<file path="src/rtl/rx_byte_sync_if.sv">
// Byte stream bundle between the deserializer, rx_byte_sync and the lane demux.
// Optional payload_cnt is present only when RX_SYNC_STATS_EN is defined.
interface rx_byte_sync_if;
  logic [7:0]  byte_in;
  logic        byte_valid;
  logic [7:0]  data_out;
  logic        valid_out;
  logic        active;
`ifdef RX_SYNC_STATS_EN
  logic [15:0] payload_cnt;
`else
  // no statistics signal in this build
`endif

  // master: raw byte source, consumes the filtered stream
  modport master (
    output byte_in,
    output byte_valid,
    input  data_out,
    input  valid_out,
`ifdef RX_SYNC_STATS_EN
    input  payload_cnt,
`else
`endif
    input  active
  );

  // slave: the aligner/filter itself
  modport slave (
    input  byte_in,
    input  byte_valid,
    output data_out,
    output valid_out,
`ifdef RX_SYNC_STATS_EN
    output payload_cnt,
`else
`endif
    output active
  );
endinterface

</file>
<file path="src/rtl/rx_byte_sync.sv">
// rx_byte_sync: receive-side comma aligner and comma/idle filter on clk_2f.
// Locks after SYNC_COUNT consecutive valid commas, forwards payload bytes only,
// drops lock after LOSS_CYCLES consecutive cycles without byte_valid.
// Optional macro RX_SYNC_STATS_EN adds a saturating forwarded-byte counter.
module rx_byte_sync #(
  parameter logic [7:0]  COMMA       = 8'hBC,
  parameter logic [7:0]  IDLE        = 8'h7C,
  parameter int unsigned SYNC_COUNT  = 4,
  parameter int unsigned LOSS_CYCLES = 8
) (
  input  logic          clk_2f,
  input  logic          reset,
  rx_byte_sync_if.slave bus
);

  localparam int unsigned CW = (SYNC_COUNT  < 1) ? 1 : $clog2(SYNC_COUNT + 1);
  localparam int unsigned GW = (LOSS_CYCLES < 1) ? 1 : $clog2(LOSS_CYCLES + 1);
  localparam logic [CW-1:0] C_LAST = CW'(SYNC_COUNT - 1);
  localparam logic [GW-1:0] G_LAST = GW'(LOSS_CYCLES - 1);

  typedef enum logic {ST_UNSYNC, ST_SYNC} state_t;

  state_t        r_state, w_state_nxt;
  logic [CW-1:0] r_comma_cnt, w_comma_cnt_nxt;
  logic [GW-1:0] r_gap_cnt, w_gap_cnt_nxt;
  logic [7:0]    r_data_out, w_data_nxt;
  logic          r_valid_out, w_valid_nxt;
  logic          r_active, w_active_nxt;
  logic          w_is_comma, w_is_idle;

  assign w_is_comma = (bus.byte_in == COMMA);
  assign w_is_idle  = (bus.byte_in == IDLE);

  // Next-state, counter and output decode
  always_comb begin
    w_state_nxt     = r_state;
    w_comma_cnt_nxt = r_comma_cnt;
    w_gap_cnt_nxt   = r_gap_cnt;
    w_data_nxt      = r_data_out;
    w_valid_nxt     = 1'b0;
    case (r_state)
      ST_UNSYNC: begin
        // gaps leave the comma run untouched
        if (bus.byte_valid) begin
          if (w_is_comma) begin
            if (r_comma_cnt == C_LAST) begin
              w_state_nxt     = ST_SYNC;
              w_comma_cnt_nxt = '0;
              w_gap_cnt_nxt   = '0;
            end else begin
              w_comma_cnt_nxt = r_comma_cnt + CW'(1);
            end
          end else begin
            w_comma_cnt_nxt = '0;
          end
        end
      end
      ST_SYNC: begin
        if (bus.byte_valid) begin
          w_gap_cnt_nxt = '0;
          if (!w_is_comma && !w_is_idle) begin
            w_data_nxt  = bus.byte_in;
            w_valid_nxt = 1'b1;
          end
        end else if (r_gap_cnt == G_LAST) begin
          w_state_nxt     = ST_UNSYNC;
          w_gap_cnt_nxt   = '0;
          w_comma_cnt_nxt = '0;
        end else begin
          w_gap_cnt_nxt = r_gap_cnt + GW'(1);
        end
      end
      default: begin
        w_state_nxt     = ST_UNSYNC;
        w_comma_cnt_nxt = '0;
        w_gap_cnt_nxt   = '0;
      end
    endcase
    w_active_nxt = (w_state_nxt == ST_SYNC);
  end

  // State, counters and registered outputs
  always_ff @(posedge clk_2f) begin
    if (!reset) begin
      r_state     <= ST_UNSYNC;
      r_comma_cnt <= '0;
      r_gap_cnt   <= '0;
      r_data_out  <= '0;
      r_valid_out <= 1'b0;
      r_active    <= 1'b0;
    end else begin
      r_state     <= w_state_nxt;
      r_comma_cnt <= w_comma_cnt_nxt;
      r_gap_cnt   <= w_gap_cnt_nxt;
      r_data_out  <= w_data_nxt;
      r_valid_out <= w_valid_nxt;
      r_active    <= w_active_nxt;
    end
  end

  assign bus.data_out  = r_data_out;
  assign bus.valid_out = r_valid_out;
  assign bus.active    = r_active;

`ifdef RX_SYNC_STATS_EN
  logic [15:0] r_payload_cnt;

  // Saturating count of forwarded bytes; survives loss of lock
  always_ff @(posedge clk_2f) begin
    if (!reset) begin
      r_payload_cnt <= '0;
    end else if (w_valid_nxt && (r_payload_cnt != 16'hFFFF)) begin
      r_payload_cnt <= r_payload_cnt + 16'd1;
    end
  end

  assign bus.payload_cnt = r_payload_cnt;
`else
  // statistics counter not built
`endif

endmodule

</file>
<file path="src/flat_wrapper.sv">
// flat-port wrapper written by rule: the top's interface ports become plain ports
module rx_byte_sync_flat 
#(
  parameter logic [7:0]  COMMA       = 8'hBC,
  parameter logic [7:0]  IDLE        = 8'h7C,
  parameter int unsigned SYNC_COUNT  = 4,
  parameter int unsigned LOSS_CYCLES = 8
)
  (clk_2f, reset, bus_byte_in, bus_byte_valid, bus_data_out, bus_valid_out, bus_active);
  rx_byte_sync_if bus_i ();
  input  logic clk_2f;
  input  logic reset;
  input wire logic [$bits(bus_i.byte_in)-1:0] bus_byte_in;
  input wire logic [$bits(bus_i.byte_valid)-1:0] bus_byte_valid;
  output wire logic [$bits(bus_i.data_out)-1:0] bus_data_out;
  output wire logic [$bits(bus_i.valid_out)-1:0] bus_valid_out;
  output wire logic [$bits(bus_i.active)-1:0] bus_active;
  assign bus_i.byte_in = bus_byte_in;
  assign bus_i.byte_valid = bus_byte_valid;
  assign bus_data_out = bus_i.data_out;
  assign bus_valid_out = bus_i.valid_out;
  assign bus_active = bus_i.active;
  rx_byte_sync #(.COMMA(COMMA), .IDLE(IDLE), .SYNC_COUNT(SYNC_COUNT), .LOSS_CYCLES(LOSS_CYCLES)) u_core (.clk_2f(clk_2f), .reset(reset), .bus(bus_i));
endmodule
</file>
<file path="config.mk">
export PLATFORM = sky130hd
export DESIGN_NAME = rx_byte_sync_flat
export DESIGN_NICKNAME = d
export VERILOG_FILES = /design/src/rtl/rx_byte_sync_if.sv /design/src/rtl/rx_byte_sync.sv /design/src/flat_wrapper.sv
export SDC_FILE = /design/constraint.sdc
export NUM_CORES = 1
export LEC_CHECK = 0
export ABC_AREA = 1
export BUFFER_PORTS_ARGS = -buffer_cell sky130_fd_sc_hd__buf_2
export CAP_MARGIN = 30
export CORE_MARGIN = 2
export CORE_UTILIZATION = 40
export CTS_CLUSTER_DIAMETER = 100
export CTS_CLUSTER_SIZE = 10
export DETAILED_ROUTE_END_ITERATION = 10
export PLACE_DENSITY = 0.61
export SYNTH_ARGS = -nofsm -noshare
export SYNTH_HDL_FRONTEND = slang
export SYNTH_SLANG_ARGS = --single-unit
export TNS_END_PERCENT = 10
</file>
<file path="constraint.sdc">
create_clock -name clk_2f -period 1.3 [get_ports clk_2f]
set_input_delay 0 -clock clk_2f [delete_from_list [all_inputs] [get_ports clk_2f]]
set_output_delay 0 -clock clk_2f [all_outputs]
set_load 0.01 [all_outputs]
</file>
==> impl_metrics.ini, run 1 <==
[clock_network]
numCtsBuffers = 3
worstSkewPairLatency_ns = 0.29
cts_buffer_depth = 2
h-tree-depth = 1
cts_sinks = 17
cts_root_buffer = clkbuf_4
cts_tree = built
clkTransAtPathRegs_ns = 0.10

[synth]
ys.flop_type = dfxtp_1
avgSynthCellArea_um2 = 6.69
synthAdderAreaFrac_pct = 2.71
synth_edf_count = 0
yosysSeqAreaShare_pct = 36.9
synth-seq-cells = 17
ys_types = 20
synth_area_um2 = 923
synth_top_family_by_area = simple AND/OR/NAND/NOR gates
syn_inst = 138
yosysWarnings = 0
async_reset_ff_share_pct = 0
yosys.area_share.simple_pct = 40.0
synth_compound_area_share_pct = 5.28
synthXorXnorAreaFrac_pct = 0
synth_mux_area_share_pct = 0
syn_nets = 151

[global_routing]
grt_max_degree = 13
grt_usage_pct = 14.8
overflow = 0
grt_pass1_wl_um = 3040
grt_pass1_vias = 721
antenna_found_initial = 0

[worst_setup_path]
worstSetupPathType = reg2reg
path_max_fanout = 5
worstSetupStartpointType = flop
end_kind = flop
arrival_ns = 1.44
worstPathRequired_ns = 1.53

[route]
routed-wl-met3_um = 94
drt_wl_total_um = 1840
drtIter0Drc = 7
wire_per_inst_um = 9.73
maxUsedRoutingLayer = met4
wl_met2_um = 857
drc_errors = 0
routed_via_density = 4.53
ant_nets = 0
first_pass_iters = 4
drt-met1-wl_um = 872
vias = 857

[floorplanning]
core_mm2 = 0.00219
initial_utilization_pct = 42.1
dieArea_mm2 = 0.00271
fp.dieH_um = 52.0
io_pins = 21
core.rowCount = 17
fp.dieW_um = 52.0

[sta]
period_needed_ns = 1.21
tns_ns = 0
fin_crit_sh_pct = 93.0
setup_viol = 0
skew_ns = 0.00316
slew_viol_final = 0
grt_setup_unrepaired = no
hold_violations = 0
maxSlewHeadroom_pct = 81.9
timing.fmax_mhz = 828
worstMarginPinSlew_ns = 0.270
worst_slack_ns = 0.0916

[placement]
dpl.hpwl_um = 1360
place_congestion = 0.731
port_buffers = 20
dp_slack_ns = 0.0120

[flow_run]
maxCapViolations = 0

[layout]
drive_gt1_share_pct = 28.0
areaGrowthSynthToFinish_pct = 20.3
diodes = 0
final_core_util_pct = 50.7
nets = 175

[pwr]
powerDensity_mw_per_mm2 = 789
ir_drop_mv = 0.352
p_leak_nw = 0.547

[worst_hold_path]
hold_class = in2reg

[outcome]
status = complete, no violations
==> registers in the layout (all words and copies together) (netlist names) <==
register              flops
u_core.bus.data_out       8
u_core.bus.valid_out      1
u_core.r_comma_cnt        3
u_core.r_gap_cnt          4
u_core.r_state            1
==> final cells by class <==
class | count | area (um2)
clock inverters | 1 | 5.00
repair buffers | 21 | 108
well taps | 28 | 35.0
multi-input cells | 87 | 469
flip-flops and latches | 17 | 347
clock buffers | 3 | 22.5
inverters | 32 | 125
fillers | 233 | 1080
==> cell usage in the layout (no fill, tap or decap), drive strengths merged <==
cell	Yosys	layout
nand3	9	9
a21oi	8	8
ha	2	2
clkbuf	1	3
inv	31	31
clkinv	1	2
dfxtp	17	17
o21ai	1	1
or2	1	1
nor2	19	19
nor3	1	1
nand2	35	35
nand4	10	10
buf	1	21
nand3b	1	1
==> cells by family (layout without fill, tap and decap cells) <==
group,count (synthesis),after routing
adder cells (fa/ha/maj),2,2
AO/OA/AOI/OAI,9,9
AND/OR/NAND/NOR,76,76
buffers and inverters,34,57
flip-flops,17,17
==> timing repair <==
| item | CTS | global route |
|---|---|---|
| resized for setup | 1 | 8 |
| hold endpoints to repair | 0 | 0 |
| setup buffers | 0 | 0 |
| hold buffers | 0 | 0 |
| endpoints found under the setup margin | 2 | 7 |
| pin swaps | 0 | 2 |
==> through the flow <==
stage / total power [W] / cells / hold slack, ns / instance area, um2
2_1_floorplan: 0.000575 / 138 / 0.126 / 923
3_3_place_gp: 0.000601 / 185 / 0.355 / 1050
3_5_place_dp: 0.000602 / 185 / 0.355 / 1050
4_1_cts: 0.000899 / 189 / 0.0259 / 1080
5_1_grt: 0.000929 / 189 / 0.0458 / 1110
6_report: 0.000876 / 189 / 0.0347 / 1110
==> worst max-delay path, cell delays in order, from the launching register on <==
cell	delay, ns
dfxtp_4	0.39
ha_4	0.15
nand3_2	0.10
o21ai_2	0.19
nand2_2	0.11
nand2_1	0.07
nand2_1	0.05
nor2_1	0.09
==> power by group <==
| group | total (W) | internal (W) | switching (W) |
|---|---|---|---|
| clock | 0.000286 | 0.000114 | 0.000172 |
| combinational | 0.0000661 | 0.0000254 | 0.0000406 |
| sequential | 0.000524 | 0.000522 | 0.00000202 |
==> routing by layer <==
metal	vias to the layer above	track usage, %
met5	-	0
met4	0	5.26
met3	2	2.87
met2	19	24.5
met1	365	19.1
li1	471	-
==> synthesized netlist by cell type, types with 2 or more instances <==
master	count	share of area [%]
a21oi_1	8	4.3
nand3_1	8	4.3
inv_1	30	12
ha_1	2	2.7
nor2_1	16	6.5
nor2_2	2	1.4
nand4_1	10	6.8
dfxtp_1	17	37
nand2_1	31	13
nand2_2	4	2.7
==> final timing paths <==
| kind | slack, ns | endpoint | from | cells past startpoint |
|---|---|---|---|---|
| hold reg to reg | 0.44 | u_core.r_comma_cnt[2] | u_core.r_comma_cnt[2] | 2 |
| setup / recovery | 0.09 | u_core.r_comma_cnt[0] | u_core.r_gap_cnt[0] | 7 |
| setup reg to reg | 0.09 | u_core.r_comma_cnt[0] | u_core.r_gap_cnt[0] | 7 |
| hold / removal | 0.03 | u_core.bus.data_out[4] | reset | 3 |
Note: power is estimated with default switching activity, not from simulation.
==> run 2, diff against run 1 <==
- CORE_MARGIN: 2 -> 3
==> run 2 against run 1 <==
Against the previous run:
- combinational power decreased by 3.3%
- global-route usage fell by 1.3 points
- worst setup slack about the same
- register-to-register slack is essentially flat
- hold slack got worse by 0.0091 ns
- highest routed layer unchanged
- critical endpoint unchanged
- critical path type unchanged
- power grew 0.62%
- largest cell class unchanged
==> impl_metrics.ini, run 2 (same netlist as run 1, synthesis figures left out) <==
[worst_setup_path]
worstSetupStartpointType = flop
reg2reg_to = u_core.r_comma_cnt[0]
r2r_cells = 6
r2r_start = u_core.r_gap_cnt[0]
worstSetupPathType = reg2reg
path_max_fanout = 5
worstPathRequired_ns = 1.50
reg2reg_slack_ns = 0.09
arrival_ns = 1.41
end_kind = flop

[layout]
stdcell_count = 189
drive_gt1_share_pct = 27.8
fin_area_mm2 = 0.00112
final-seq-area_um2 = 347
fillers = 210
largest_reg_flops = 8
multi_input_area_um2 = 465
areaGrowthSynthToFinish_pct = 20.9
final_cell_mix = nand2_1, inv_1, buf_2, nor2_1, dfxtp_1
nets = 176
final_core_util_pct = 54.1
diodes = 0
final_common_cell = nand2_1

[outcome]
status = complete, no violations

[route]
routed_via_density = 4.64
vias = 877
drtIter0Drc = 6
wire_per_inst_um = 9.98
drt-met1-wl_um = 854
first_pass_iters = 4
drt_wl_total_um = 1890
routed-wl-met3_um = 53
wl_met2_um = 970
maxUsedRoutingLayer = met4
ant_nets = 0
drc_errors = 0

[clock_network]
h-tree-depth = 1
cts_buffer_depth = 2
clkTransAtPathRegs_ns = 0.11
cts_root_buffer = clkbuf_4
hold_buffers = 0
numCtsBuffers = 3
cts_sinks = 17
worstSkewPairLatency_ns = 0.29
cts_tree = built

[placement]
dpl.cell_count = 185
place_congestion = 0.776
dpl.hpwl_um = 1410
place_area_mm2 = 0.00106
port_buffers = 20

[sta]
period_needed_ns = 1.21
setup_viol = 0
fin_crit_sh_pct = 93.0
slew_viol_final = 0
worstMarginPinSlew_ns = 0.270
skew_ns = 0.00736
timing.fmax_mhz = 827
tns_ns = 0
maxSlewHeadroom_pct = 82.0
hold_violations = 0

[global_routing]
overflow = 0
grt_pass1_wl_um = 2900
antenna_found_initial = 0
grt_usage_pct = 13.6
grt_max_degree = 13
grt_pass1_vias = 725

[pwr]
powerDensity_mw_per_mm2 = 790
ir_drop_mv = 0.398
p_leak_nw = 0.549

[floorplanning]
core.rowCount = 16
dieArea_mm2 = 0.00292
initial_utilization_pct = 44.8
fp.dieH_um = 54.0
fp.dieW_um = 54.0
io_pins = 21
core_mm2 = 0.00206

[worst_hold_path]
hold_path_depth = 3
min_to = u_core.r_comma_cnt[0]
hold_class = in2reg
min_from = reset

[flow_run]
maxCapViolations = 0
-- run 2: changes by cell type in the layout (fill, tap and decap cells not counted), sizes merged --
cell      previous run  this run
buf                 21        22
clkinvlp             0         1
clkinv               2         1
-- run 2: routing by layer --
layer	GRT usage [%]	vias up
met5	0	-
met4	6.22	0
met3	2.49	2
met2	23.4	12
met1	16.1	389
li1	-	474
-- run 2: worst max path at each step --
stage | depth (start not counted) | to | slack (ns) | from
after floorplan | 6 | u_core.r_comma_cnt[0] | 0.14 | u_core.r_gap_cnt[0]
after global placement | 6 | u_core.r_comma_cnt[1] | 0.07 | u_core.r_gap_cnt[0]
after detailed placement | 6 | u_core.r_comma_cnt[0] | 0.004 | u_core.r_gap_cnt[0]
after CTS | 7 | u_core.r_comma_cnt[1] | 0.03 | u_core.r_gap_cnt[0]
after global routing | 7 | u_core.r_comma_cnt[1] | -0.008 | u_core.r_gap_cnt[0]
final | 6 | u_core.r_comma_cnt[0] | 0.09 | u_core.r_gap_cnt[0]
-- run 2: final cells by class --
class / count / share of cell area, %
clock buffer: 3 / 2.02
clock inverter: 1 / 0.673
inverter: 32 / 11.2
multi-input combinational: 87 / 41.7
sequential: 17 / 31.1
tap: 27 / 3.03
timing repair buffer: 22 / 10.3
-- run 2: metrics by stage --
stage	power (W)	worst slack, ns	hold slack [ns]
floorplan	0.000575	0.143	0.126
CTS	0.000906	0.0292	0.0222
detailed placement	0.000601	0.00443	0.353
global route	0.000934	-0.00827	0.0280
global placement	0.000600	0.0722	0.346
finish	0.000882	0.0913	0.0256
-- run 2: repair_timing --
item,in CTS,in global routing
resized for setup,1,7
buffers inserted,0,0
pin swaps,0,2
setup endpoints to repair,2,7
-- run 2: worst max-delay path: stages (launching register included) --
cell,delay (ns)
dfxtp_4,0.39
ha_4,0.14
nand3_2,0.11
o21ai_2,0.19
nand2_2,0.11
a21oi_1,0.12
nor2_1,0.05
-- run 2: power breakdown --
group	internal, W	switching, W	total (W)
Clock	0.000117	0.000177	0.000294
Combinational	0.0000247	0.0000393	0.0000639
Sequential	0.000522	0.00000183	0.000524
Total	0.000663	0.000218	0.000882
==> run 3, diff against run 2 <==
- CORE_UTILIZATION: 40 -> 51
- PLACE_DENSITY: 0.61 -> 0.75
- RECOVER_POWER: not set -> 25
==> run 3 against run 2 <==
Against the previous run:
- sequential share of layout area decreased by 0.18 points
- highest routed layer unchanged
- register-to-register slack about the same
- critical path type unchanged
- maximum frequency increased by 0.78%
- clock power down 2%
- largest power group unchanged
==> impl_metrics.ini, run 3 (same netlist as run 1, synthesis figures left out) <==
[layout]
areaGrowthSynthToFinish_pct = 21.1
diodes = 0
fin_area_mm2 = 0.00112
largest_reg_flops = 8
drive_gt1_share_pct = 25.0
nets = 178
final_cell_mix = nand2_1, inv_1, nor2_1, dfxtp_1, buf_2
final_common_cell = nand2_1

[route]
wl_met2_um = 1020
drtIter0Drc = 13
wire_per_inst_um = 10.3
first_pass_iters = 5
maxUsedRoutingLayer = met4
ant_nets = 0
routed-wl-met3_um = 62
drt-met1-wl_um = 840
routed_via_density = 4.77
drc_errors = 0
drt_wl_total_um = 1950
vias = 896

[sta]
setup_viol = 0
worstMarginPinSlew_ns = 0.284
hold_slack_ns = 0.0334
period_needed_ns = 1.20
slew_viol_final = 0
maxSlewHeadroom_pct = 81.0
worst_slack_ns = 0.101
hold_violations = 0
fin_crit_sh_pct = 92.3
timing.fmax_mhz = 834
skew_ns = 0.00765

[floorplanning]
core.rowCount = 14
initial_utilization_pct = 57.3
fp.dieH_um = 48.6
fp.dieW_um = 48.6
dieArea_mm2 = 0.00236
core_mm2 = 0.00161
io_pins = 21

[pwr]
powerDensity_mw_per_mm2 = 783
ir_drop_mv = 0.570
fin_total_pwr_w = 0.000876
p_leak_nw = 0.533

[global_routing]
grt_pass1_wl_um = 3350
grt_pass1_vias = 826
grt_usage_pct = 17.1
antenna_found_initial = 0
overflow = 0
grt_max_degree = 13

[placement]
place_area_mm2 = 0.00105
dpl.hpwl_um = 1440
place_congestion = 0.756
dp_slack_ns = -0.0321
port_buffers = 20

[flow_run]
maxCapViolations = 0

[worst_setup_path]
crit_slowest_cell = dfxtp_1
r2r_cells = 6
arrival_ns = 1.39
worstSetupPathType = reg2reg
cp_cell_sequence = ha_2, nand2_1, nor2_1, nand3_2, nand3_1, a21oi_1
worstPathRequired_ns = 1.49
path_max_fanout = 5
worstSetupStartpointType = flop
cp_slowest_stage_delay_ns = 0.37
reg2reg_slack_ns = 0.10
end_kind = flop

[clock_network]
clkTransAtPathRegs_ns = 0.11
hold_buffers = 0
h-tree-depth = 1
cts_sinks = 17
cts_tree = built
worstSkewPairLatency_ns = 0.29
numCtsBuffers = 3
cts_root_buffer = clkbuf_4
cts_buffer_depth = 2

[outcome]
status = complete, no violations

[worst_hold_path]
hold_class = in2reg
hold_path_depth = 3
-- run 3: final timing paths --
check / to / start
min: u_core.r_comma_cnt[0] / reset
max: u_core.r_gap_cnt[2] / u_core.r_comma_cnt[0]
max reg2reg: u_core.r_gap_cnt[2] / u_core.r_comma_cnt[0]
min reg2reg: u_core.r_comma_cnt[2] / u_core.r_comma_cnt[2]
-- run 3: timing repair --
item / CTS / global route
buffers inserted: 1 / 2
pin swaps: 1 / 4
setup endpoints to repair: 3 / 8
gates resized for setup: 3 / 5
-- run 3: worst max-delay path: cells and delay by family, from the launching register on --
family                     cells  cell delay, ns
AOI/OAI and AO/OA              1            0.07
adders and majority gates      1            0.22
DFF                            1            0.37
and+or+nand+nor                4            0.43
-- run 3: cell type report --
class / count / area (um2)
Fill cell: 142 / 493
Multi-Input combinational cell: 87 / 468
Sequential cell: 17 / 345
Inverter: 32 / 125
Timing Repair Buffer: 24 / 123
Tap cell: 24 / 30.0
Clock buffer: 3 / 22.5
Clock inverter: 1 / 5.00
-- run 3: per-stage QoR --
stage | setup TNS (ns) | util (%) | cells
floorplan | 0 | - | 138
finish | 0 | 69.4 | 188
global route | -0.0176 | 69.4 | 188
global placement | 0 | 64.9 | 181
detailed placement | -0.0609 | 64.9 | 181
CTS | 0 | 67.5 | 186
-- run 3: power by group --
group / switching [W] / internal, W / total (W)
clock: 0.000173 / 0.000114 / 0.000287
combinational: 0.0000403 / 0.0000248 / 0.0000651
sequential: 0.00000222 / 0.000521 / 0.000524
total: 0.000216 / 0.000661 / 0.000876
-- run 3: layer usage --
metal / up-vias / GRT usage [%]
met5: - / 0
met4: 0 / 4.74
met3: 4 / 2.76
met2: 19 / 32.8
met1: 394 / 19.2
li1: 479 / -
